`src/rtl/vrf_read_sequencer_if.sv`:
```
// Request, VRF read port and operand stream bundle for vrf_read_sequencer.
// master = sequencer side, slave = request source / VRF / operand consumer side.
interface vrf_read_sequencer_if #(
  parameter int ADDR_W    = 9,
  parameter int MEM_WIDTH = 32,
  parameter int LEN_W     = ADDR_W + 1
);
  logic                 req_valid_i;
  logic                 req_ready_o;
  logic [ADDR_W-1:0]    req_base_i;
  logic [LEN_W-1:0]     req_len_i;
  logic [ADDR_W-1:0]    raddr_o;
  logic                 ren_o;
  logic                 oreg_en_o;
  logic [MEM_WIDTH-1:0] dout_i;
  logic                 data_valid_o;
  logic [MEM_WIDTH-1:0] data_o;
  logic                 data_last_o;
  logic                 data_ready_i;
  logic                 busy_o;

  modport master (
    input  req_valid_i, req_base_i, req_len_i, dout_i, data_ready_i,
    output req_ready_o, raddr_o, ren_o, oreg_en_o,
           data_valid_o, data_o, data_last_o, busy_o
  );

  modport slave (
    output req_valid_i, req_base_i, req_len_i, dout_i, data_ready_i,
    input  req_ready_o, raddr_o, ren_o, oreg_en_o,
           data_valid_o, data_o, data_last_o, busy_o
  );
endinterface

```
`src/rtl/vrf_read_sequencer.sv`:
```
// Burst reader for one VRF read port: one read per cycle, first beat 2+VRF_READ_DELAY cycles after accept.
// Reads are credit-throttled so the output FIFO can absorb every in-flight word under stream backpressure.
module vrf_read_sequencer #(
  parameter int MEM_DEPTH      = 512,
  parameter int MEM_WIDTH      = 32,
  parameter int VRF_READ_DELAY = 4,
  parameter int FIFO_DEPTH     = 8,
  parameter int ADDR_W         = $clog2(MEM_DEPTH),
  parameter int LEN_W          = ADDR_W + 1
) (
  input  logic                clk,
  input  logic                rstn,
  vrf_read_sequencer_if.master bus
);

  localparam int PTR_W = $clog2(FIFO_DEPTH);
  localparam int CNT_W = PTR_W + 1;
  localparam int ENT_W = MEM_WIDTH + 1;

  localparam logic [ADDR_W-1:0] ADDR_ONE  = ADDR_W'(1);
  localparam logic [ADDR_W-1:0] ADDR_LAST = ADDR_W'(MEM_DEPTH - 1);
  localparam logic [LEN_W-1:0]  LEN_ONE   = LEN_W'(1);
  localparam logic [PTR_W-1:0]  PTR_ONE   = PTR_W'(1);
  localparam logic [CNT_W-1:0]  CNT_ONE   = CNT_W'(1);
  localparam logic [CNT_W-1:0]  CNT_FULL  = CNT_W'(FIFO_DEPTH);

  typedef enum logic [1:0] {IDLE, ISSUE, DRAIN} state_t;

  state_t              state;
  logic [ADDR_W-1:0]   raddr_q;
  logic                ren_q;
  logic [LEN_W-1:0]    remaining;

  logic [VRF_READ_DELAY-1:0] sh_vld;
  logic [VRF_READ_DELAY-1:0] sh_last;

  logic [ENT_W-1:0]    fifo_mem [FIFO_DEPTH];
  logic [PTR_W-1:0]    rd_ptr;
  logic [PTR_W-1:0]    wr_ptr;
  logic [CNT_W-1:0]    fifo_count;

  logic                fifo_empty;
  logic                fifo_full;
  logic [ENT_W-1:0]    head;
  logic                push;
  logic                pop;
  logic                issue_last;
  logic                credit_ok;
  int                  inflight_cnt;
  int                  outstanding;

  assign fifo_empty = (fifo_count == '0);
  assign fifo_full  = (fifo_count == CNT_FULL);
  assign head       = fifo_mem[rd_ptr];
  assign push       = sh_vld[VRF_READ_DELAY-1];
  assign pop        = !fifo_empty && bus.data_ready_i;
  assign issue_last = ren_q && (remaining == LEN_ONE);

  // Words that will still hold a FIFO slot or be in flight after this edge; a new read
  // may only be launched if that leaves room for it.
  always_comb begin
    inflight_cnt = 0;
    for (int i = 0; i < VRF_READ_DELAY; i++) begin
      inflight_cnt = inflight_cnt + int'(sh_vld[i]);
    end
    outstanding = int'(fifo_count) + inflight_cnt + int'(ren_q) - int'(pop);
    credit_ok   = (outstanding < FIFO_DEPTH);
  end

  always_ff @(posedge clk) begin
    if (!rstn) begin
      state     <= IDLE;
      raddr_q   <= '0;
      ren_q     <= 1'b0;
      remaining <= '0;
    end else begin
      case (state)
        IDLE: begin
          ren_q <= 1'b0;
          if (bus.req_valid_i) begin
            raddr_q   <= bus.req_base_i;
            remaining <= bus.req_len_i;
            if (bus.req_len_i != '0) begin
              state <= ISSUE;
              ren_q <= credit_ok;
            end
          end
        end
        ISSUE: begin
          if (ren_q) begin
            raddr_q   <= (raddr_q == ADDR_LAST) ? '0 : raddr_q + ADDR_ONE;
            remaining <= remaining - LEN_ONE;
          end
          if (issue_last) begin
            state <= DRAIN;
            ren_q <= 1'b0;
          end else begin
            ren_q <= credit_ok;
          end
        end
        DRAIN: begin
          ren_q <= 1'b0;
          if (pop && head[MEM_WIDTH]) begin
            state <= IDLE;
          end
        end
        default: begin
          state <= IDLE;
          ren_q <= 1'b0;
        end
      endcase
    end
  end

  // Stage VRF_READ_DELAY-1 lines up with the cycle in which dout_i carries that read's word.
  always_ff @(posedge clk) begin
    if (!rstn) begin
      sh_vld  <= '0;
      sh_last <= '0;
    end else begin
      sh_vld[0]  <= ren_q;
      sh_last[0] <= issue_last;
      for (int i = 1; i < VRF_READ_DELAY; i++) begin
        sh_vld[i]  <= sh_vld[i-1];
        sh_last[i] <= sh_last[i-1];
      end
    end
  end

  always_ff @(posedge clk) begin
    if (push) begin
      fifo_mem[wr_ptr] <= {sh_last[VRF_READ_DELAY-1], bus.dout_i};
    end
  end

  always_ff @(posedge clk) begin
    if (!rstn) begin
      rd_ptr     <= '0;
      wr_ptr     <= '0;
      fifo_count <= '0;
    end else begin
      if (push) begin
        wr_ptr <= wr_ptr + PTR_ONE;
      end
      if (pop) begin
        rd_ptr <= rd_ptr + PTR_ONE;
      end
      case ({push, pop})
        2'b10:   fifo_count <= fifo_count + CNT_ONE;
        2'b01:   fifo_count <= fifo_count - CNT_ONE;
        default: fifo_count <= fifo_count;
      endcase
    end
  end

  fifo_no_overflow: assert property (@(posedge clk) disable iff (!rstn) !(push && fifo_full && !pop));

  assign bus.req_ready_o  = (state == IDLE);
  assign bus.busy_o       = (state != IDLE);
  assign bus.ren_o        = ren_q;
  assign bus.raddr_o      = raddr_q;
  assign bus.oreg_en_o    = |sh_vld;
  assign bus.data_valid_o = !fifo_empty;
  assign bus.data_o       = fifo_empty ? '0 : head[MEM_WIDTH-1:0];
  assign bus.data_last_o  = !fifo_empty && head[MEM_WIDTH];

endmodule

```
`src/flat_wrapper.sv`:
```
// flat-port wrapper written by rule: the top's interface ports become plain ports
module vrf_read_sequencer_flat 
#(
  parameter int MEM_DEPTH      = 512,
  parameter int MEM_WIDTH      = 32,
  parameter int VRF_READ_DELAY = 4,
  parameter int FIFO_DEPTH     = 8,
  parameter int ADDR_W         = $clog2(MEM_DEPTH),
  parameter int LEN_W          = ADDR_W + 1
)
  (clk, rstn, bus_req_valid_i, bus_req_base_i, bus_req_len_i, bus_dout_i, bus_data_ready_i, bus_req_ready_o, bus_raddr_o, bus_ren_o, bus_oreg_en_o, bus_data_valid_o, bus_data_o, bus_data_last_o, bus_busy_o);
  vrf_read_sequencer_if #(.ADDR_W(ADDR_W), .MEM_WIDTH(MEM_WIDTH), .LEN_W(LEN_W)) bus_i ();
  input  logic clk;
  input  logic rstn;
  input wire logic [$bits(bus_i.req_valid_i)-1:0] bus_req_valid_i;
  input wire logic [$bits(bus_i.req_base_i)-1:0] bus_req_base_i;
  input wire logic [$bits(bus_i.req_len_i)-1:0] bus_req_len_i;
  input wire logic [$bits(bus_i.dout_i)-1:0] bus_dout_i;
  input wire logic [$bits(bus_i.data_ready_i)-1:0] bus_data_ready_i;
  output wire logic [$bits(bus_i.req_ready_o)-1:0] bus_req_ready_o;
  output wire logic [$bits(bus_i.raddr_o)-1:0] bus_raddr_o;
  output wire logic [$bits(bus_i.ren_o)-1:0] bus_ren_o;
  output wire logic [$bits(bus_i.oreg_en_o)-1:0] bus_oreg_en_o;
  output wire logic [$bits(bus_i.data_valid_o)-1:0] bus_data_valid_o;
  output wire logic [$bits(bus_i.data_o)-1:0] bus_data_o;
  output wire logic [$bits(bus_i.data_last_o)-1:0] bus_data_last_o;
  output wire logic [$bits(bus_i.busy_o)-1:0] bus_busy_o;
  assign bus_i.req_valid_i = bus_req_valid_i;
  assign bus_i.req_base_i = bus_req_base_i;
  assign bus_i.req_len_i = bus_req_len_i;
  assign bus_i.dout_i = bus_dout_i;
  assign bus_i.data_ready_i = bus_data_ready_i;
  assign bus_req_ready_o = bus_i.req_ready_o;
  assign bus_raddr_o = bus_i.raddr_o;
  assign bus_ren_o = bus_i.ren_o;
  assign bus_oreg_en_o = bus_i.oreg_en_o;
  assign bus_data_valid_o = bus_i.data_valid_o;
  assign bus_data_o = bus_i.data_o;
  assign bus_data_last_o = bus_i.data_last_o;
  assign bus_busy_o = bus_i.busy_o;
  vrf_read_sequencer #(.MEM_DEPTH(MEM_DEPTH), .MEM_WIDTH(MEM_WIDTH), .VRF_READ_DELAY(VRF_READ_DELAY), .FIFO_DEPTH(FIFO_DEPTH), .ADDR_W(ADDR_W), .LEN_W(LEN_W)) u_core (.clk(clk), .rstn(rstn), .bus(bus_i));
endmodule
```
`config.mk`:
```
export PLATFORM = sky130hd
export DESIGN_NAME = vrf_read_sequencer_flat
export DESIGN_NICKNAME = d
export VERILOG_FILES = /design/src/rtl/vrf_read_sequencer_if.sv /design/src/rtl/vrf_read_sequencer.sv /design/src/flat_wrapper.sv
export SDC_FILE = /design/constraint.sdc
export NUM_CORES = 1
export LEC_CHECK = 0
export CAP_MARGIN = 10
export CORE_MARGIN = 8
export CORE_UTILIZATION = 25
export DETAILED_ROUTE_END_ITERATION = 10
export SKIP_CTS_REPAIR_TIMING = 1
export SLEW_MARGIN = 20
export SYNTH_ARGS = -nofsm -noshare
export SYNTH_HDL_FRONTEND = slang
export SYNTH_SLANG_ARGS = --single-unit
```
`constraint.sdc`:
```
create_clock -name clk -period 3.8 [get_ports clk]
set_clock_uncertainty 0.2 [all_clocks]
set_input_delay 0.95 -clock clk [delete_from_list [all_inputs] [get_ports clk]]
set_output_delay 0.95 -clock clk [all_outputs]
set_load 0.02 [all_outputs]
```
# Word level (Yosys, flattened, before mapping)
# Memory sizes are Yosys's and may differ from the RTL's. A register that Yosys moved wholly into a read port is not among the register bits.
# Index checks and enable logic that the tools add are counted.
[word_totals]
mem_bits_rw = 264
mem_count = 1
reg_bits = 40
in_bits = 55
out_inout_bits = 47
elab_cells = 70
[classes]
add_sub_neg = 12
mux = 22
n_reduce_logical = 14
n_eq_ne = 11
n_lt_le_gt_ge = 1
[mem_list]
columns = ["memory", "words", "word_bits", "rd", "rd_ports_with_merged_regs", "wr", "line", "source"]
rows = [
  ["u_core.fifo_mem", 8, 33, 1, 1, 1, "vrf_read_sequencer.sv:37", "logic [ENT_W-1:0] fifo_mem [FIFO_DEPTH];"],
]
[ops]
columns = ["operator", "count"]
rows = [
  ["adder 32 x 2 -> 32 bit", 3],
  ["adder 5 x 32 -> 32 bit", 1],
  ["< comparator 32 x 5 -> 1 bit, second input constant", 1],
  ["two-way mux 32 bit", 1],
  ["subtractor 32 x 2 -> 32 bit", 1],
  ["two-way mux 9 bit", 3],
  ["two-way mux 10 bit", 2],
  ["one-hot mux 10 bit (2 select lines)", 1],
  ["one-hot mux 9 bit (2 select lines)", 1],
  ["equality test 10 x 1 -> 1 bit, second input constant", 1],
  ["nonzero test 10 bit", 1],
  ["subtractor 10 x 1 -> 10 bit, second input constant", 1],
  ["adder 9 x 1 -> 9 bit, second input constant", 1],
  ["equality test 9 bit, second input constant", 1],
  ["two-way mux 2 bit", 4],
  ["inequality test 2 x 1 -> 1 bit, second input constant", 4],
  ["one-hot mux 4 bit (2 select lines)", 1],
  ["adder 3 x 1 -> 3 bit, second input constant", 2],
  ["two-way mux 3 bit", 2],
  ["one-hot mux 2 bit (3 select lines)", 1],
  ["nonzero test 2 bit", 3],
  ["two-way mux 1 bit", 5],
  ["adder 4 x 1 -> 4 bit, second input constant", 1],
  ["equality test 2 x 1 -> 1 bit, second input constant", 2],
  ["12 further kinds", 16],
]

# Depth between registers and ports, before layout
[depth]
ltp_word = 10
mapped_depth = 19
ltp_nobuf = 18

# Worst setup path before layout
# OpenSTA, ideal clock, no wires.
[synth_timing]
path_type = "flip-flop to flip-flop"
start = "reg u_core.fifo_count[3]"
end = "reg u_core.ren_q (netlist: u_core.bus.ren_o)"
setup_slack_ns = -0.136
setup_ns = 0.086
period_less_slack_ns = 3.936
path_buffers = 1
t_required_ns = 3.514
path_stages_with_launch = 20
arrival_time_ns = 3.650
path_cell_list = "dfxtp_1 > inv_1 > ha_1 > and3_1 > clkbuf_1 > inv_1 > nand2_1 > inv_1 > ha_1 > fa_1 > inv_1 > ha_1 > a21oi_1 > o211ai_1 > nand2_1 > ha_1 > inv_1 > a2111oi_0 > mux2i_1 > a211oi_1"
[synth_via]
elab_chain_cells = 8
word_cells_on_any_way = 11
classes_between = "3 x add/sub; 1 x order compare; 4 x mux; 3 x reduce/logical"
[synth_rtl]
columns = ["item", "line", "source"]
rows = [
  ["start: declaration", "vrf_read_sequencer.sv:40", "logic [CNT_W-1:0] fifo_count;"],
  ["start signal: assignment", "vrf_read_sequencer.sv:149", "2'b10: fifo_count <= fifo_count + CNT_ONE;"],
  ["start signal: assignment", "vrf_read_sequencer.sv:150", "2'b01: fifo_count <= fifo_count - CNT_ONE;"],
  ["start signal: assignment", "vrf_read_sequencer.sv:151", "default: fifo_count <= fifo_count;"],
  ["logical NOT 4 bit *", "vrf_read_sequencer.sv:52", "assign fifo_empty = (fifo_count == '0);"],
  ["logical NOT 1 bit *", "--", ""],
  ["named net bus_data_valid_o", "flat_wrapper.sv:24", "output wire logic [$bits(bus_i.data_valid_o)-1:0] bus_data_valid_o;"],
  ["logical AND 1 bit *", "vrf_read_sequencer.sv:56", "assign pop = !fifo_empty && bus.data_ready_i;"],
  ["named net u_core.pop", "vrf_read_sequencer.sv:46", "logic pop;"],
  ["subtractor 32 x 2 -> 32 bit *", "vrf_read_sequencer.sv:66", "outstanding = int'(fifo_count) + inflight_cnt + int'(ren_q) - int'(pop);"],
  ["< comparator 32 x 5 -> 1 bit *", "vrf_read_sequencer.sv:67", "credit_ok = (outstanding < FIFO_DEPTH);"],
  ["two-way mux 1 bit", "vrf_read_sequencer.sv:83", "if (bus.req_len_i != '0) begin"],
  ["two-way mux 1 bit", "vrf_read_sequencer.sv:80", "if (bus.req_valid_i) begin"],
  ["one-hot mux 1 bit (2 select lines) *", "vrf_read_sequencer.sv:77", "case (state)"],
  ["end signal: assignment", "vrf_read_sequencer.sv:85", "ren_q <= credit_ok;"],
  ["end signal: assignment", "vrf_read_sequencer.sv:98", "ren_q <= credit_ok;"],
  ["end: declaration", "vrf_read_sequencer.sv:31", "logic ren_q;"],
]
# The timed path passes the listed nets; every way through them passes the cells marked *.
# A chain may end at the register's enable or synchronous reset.

==> reports/metrics.cfg <==
[clock_tree]
h-tree-depth = 2
clk_pin_slew_ns = 0.06
clkSinkCount = 307
cts-root-buf = clkbuf_16
cts_tree = yes
numCtsBuffers = 34
cts.path.max_buffers = 3
clk_latency_ns = 0.53

[logic_synthesis]
synth_top_area_share_pct = 63.48
synth_top_cell_by_area = edfxtp_1
synth_area_leaders = edfxtp_1, mux4_2, dfxtp_1
synthArstFlopShare_pct = 0
synthDistinctLibCells = 52
ys_seq_area_share_pct = 70.37
synth_seq_cells = 307
avgSynthCellArea_um2 = 17.04
synth_nets = 813
synth_warnings = 0
syn_area_mm2 = 0.01249
ys.flop_type = edfxtp_1
synth_edf_count = 264
synth_cells = 733

[placed_design]
port_buffers = 101
post-place-ws_ns = -0.5421
routabilityCongestion = 0.7667
dp_hpwl_um = 16950

[finish]
final_common_cell = edfxtp_1
multi_input_area_mm2 = 0.003546
area_growth_pct = 25.84
nets = 946
fill_cells = 4868
finalCoreUtilization_pct = 31.58
final_cell_mix = edfxtp_1, clkdlybuf4s50_1, nor2_1
drive_above_1_share_pct = 19.24
regArea_mm2 = 0.008798

[worst_setup_path]
cp-end-kind = primary output
worstPathArrival_ns = 2.54
crit_path_start_kind = flip-flop
worstPathRequired_ns = 2.65
path_max_fanout = 20
crit_type = flip-flop to primary output
r2r_cells = 18

[detailed_routing]
via_per_inst = 4.395
drc_errors = 0
wire_per_inst_um = 18.25
drt_iter0_drc = 531
routed_wl_um = 28500
drtAntennaViolNets = 0
vias = 6865
first_pass_iters = 5

[sta]
max_freq_ghz = 0.2712
worstMarginPinSlew_ns = 0.9196
rsz0062_at_grt = true
fin_crit_sh_pct = 97.03
finalHoldViolCount = 0
slew-limit-headroom_pct = 38.69
setup_slack_ns = 0.1127
setup_viol = 0
holdWs_ns = 0.2347
finalMaxSlewViolations = 0
period_needed_ns = 3.687

[run_status]
status = finished, final reports clean

[run]
cap_violations = 0

[pwr]
p_leak_nw = 5.089
total_power_mw = 7.365
ir_worst_vdd_uv = 229.4
p_per_area_mw_per_mm2 = 468.6

[min_path]
min_path_type = flip-flop to flip-flop
whs_path_depth = 1

[global_route]
grt_pass1_wl_um = 43420
grt_util_all_layers_pct = 9.799
grt_max_degree = 42
grt.overflow.total = 0
antenna_found_initial = 3
grt_pass1_vias = 7151

[die]
die-area_mm2 = 0.05736
io_pins = 102
rows = 82
die_h_um = 239.5
die_x_um = 239.5
core-area_mm2 = 0.04976
initial_core_util_pct = 25.10

-- per-layer routing --
metal / wire [µm] / track usage [%]
met2: 13270 / 15.69
met5: 27 / 0
met4: 445 / 2.293
met1: 12850 / 13.00
met3: 1905 / 2.887
-- layout make-up --
| class | instances | share of cell area (%) |
|---|---|---|
| Sequential cell | 307 | 55.99 |
| Multi-Input combinational cell | 361 | 22.56 |
| Timing Repair Buffer | 134 | 8.694 |
| Clock buffer | 45 | 5.804 |
| Tap cell | 672 | 5.350 |
| Clock inverter | 14 | 0.8997 |
| Inverter | 28 | 0.6847 |
| Antenna cell | 1 | 0.01592 |
-- where the power goes --
| part | leakage (nW) | internal, mW | switching, mW | total [mW] |
|---|---|---|---|---|
| clock | 0.505 | 1.78 | 1.32 | 3.10 |
| combinational | 1.86 | 0.250 | 0.284 | 0.534 |
| sequential | 2.73 | 3.69 | 0.0417 | 3.73 |
-- path summary, 6_finish.rpt --
| kind | from | endpoint | slack (ns) |
|---|---|---|---|
| min | u_core.sh_last[0]$_SDFF_PN0_ | u_core.sh_last[1]$_SDFF_PN0_ | 0.23 |
| min reg2reg | u_core.sh_last[0]$_SDFF_PN0_ | u_core.sh_last[1]$_SDFF_PN0_ | 0.23 |
| max reg2reg | u_core.fifo_count[2]$_SDFFE_PN0P_ | u_core.bus.ren_o$_SDFF_PN0_ | 0.18 |
| max | flip-flop | bus_data_o[6] | 0.11 |
-- worst max-delay path, stage by stage, from the launching register on --
cell	delay [ns]
dfxtp_4	0.43
clkbuf_16	0.27
mux4_2	0.52
mux2i_1	0.16
nor2_1	0.06
clkdlybuf4s50_1	0.57
-- per-stage QoR --
stage	TNS, ns	cell area (µm²)	std cells
final	0	15720	1562
after global routing	-0.04650	15710	1561
after CTS	-0.4910	15570	1558
after detailed placement	-0.5421	14510	1499
after global placement	-0.4615	14510	1499
after floorplan	0	12500	733
-- registers in the layout (all words and copies together) (netlist names), 3 cells and up, named ones only --
signal              cells
u_core.sh_last          4
u_core.fifo_count       4
u_core.rd_ptr           3
u_core.sh_vld           4
u_core.bus.raddr_o      9
u_core.wr_ptr           3
u_core.remaining       10
u_core.fifo_mem       264
-- logic make-up after synthesis --
kind of cell    count (synthesis)  synth area share, %
compound gates                 74                3.767
xor+xnor                        6               0.4208
mux                           104                14.95
buf+inv                        65                2.144
fa+ha+maj                      25                2.625
flops                         307                70.37
simple gates                  152                5.721
-- cells in the mapped netlist, types with 3 or more instances --
library cell,count
o21ai_0,15
mux2i_1,38
or3_1,3
o21a_1,4
ha_1,23
o21ai_1,3
nand2b_1,4
nand2_1,24
nand3_1,6
xor2_1,4
o211ai_1,5
nand4b_1,3
buf_2,12
a21o_1,3
nor2_1,76
dfxtp_1,43
mux4_2,66
nor4_1,5
a21oi_1,22
a31oi_1,3
buf_1,9
edfxtp_1,264
a211oi_1,6
inv_1,28
nor3_1,11
clkbuf_1,14
and2_1,8
(Power assumes the default switching activity.)
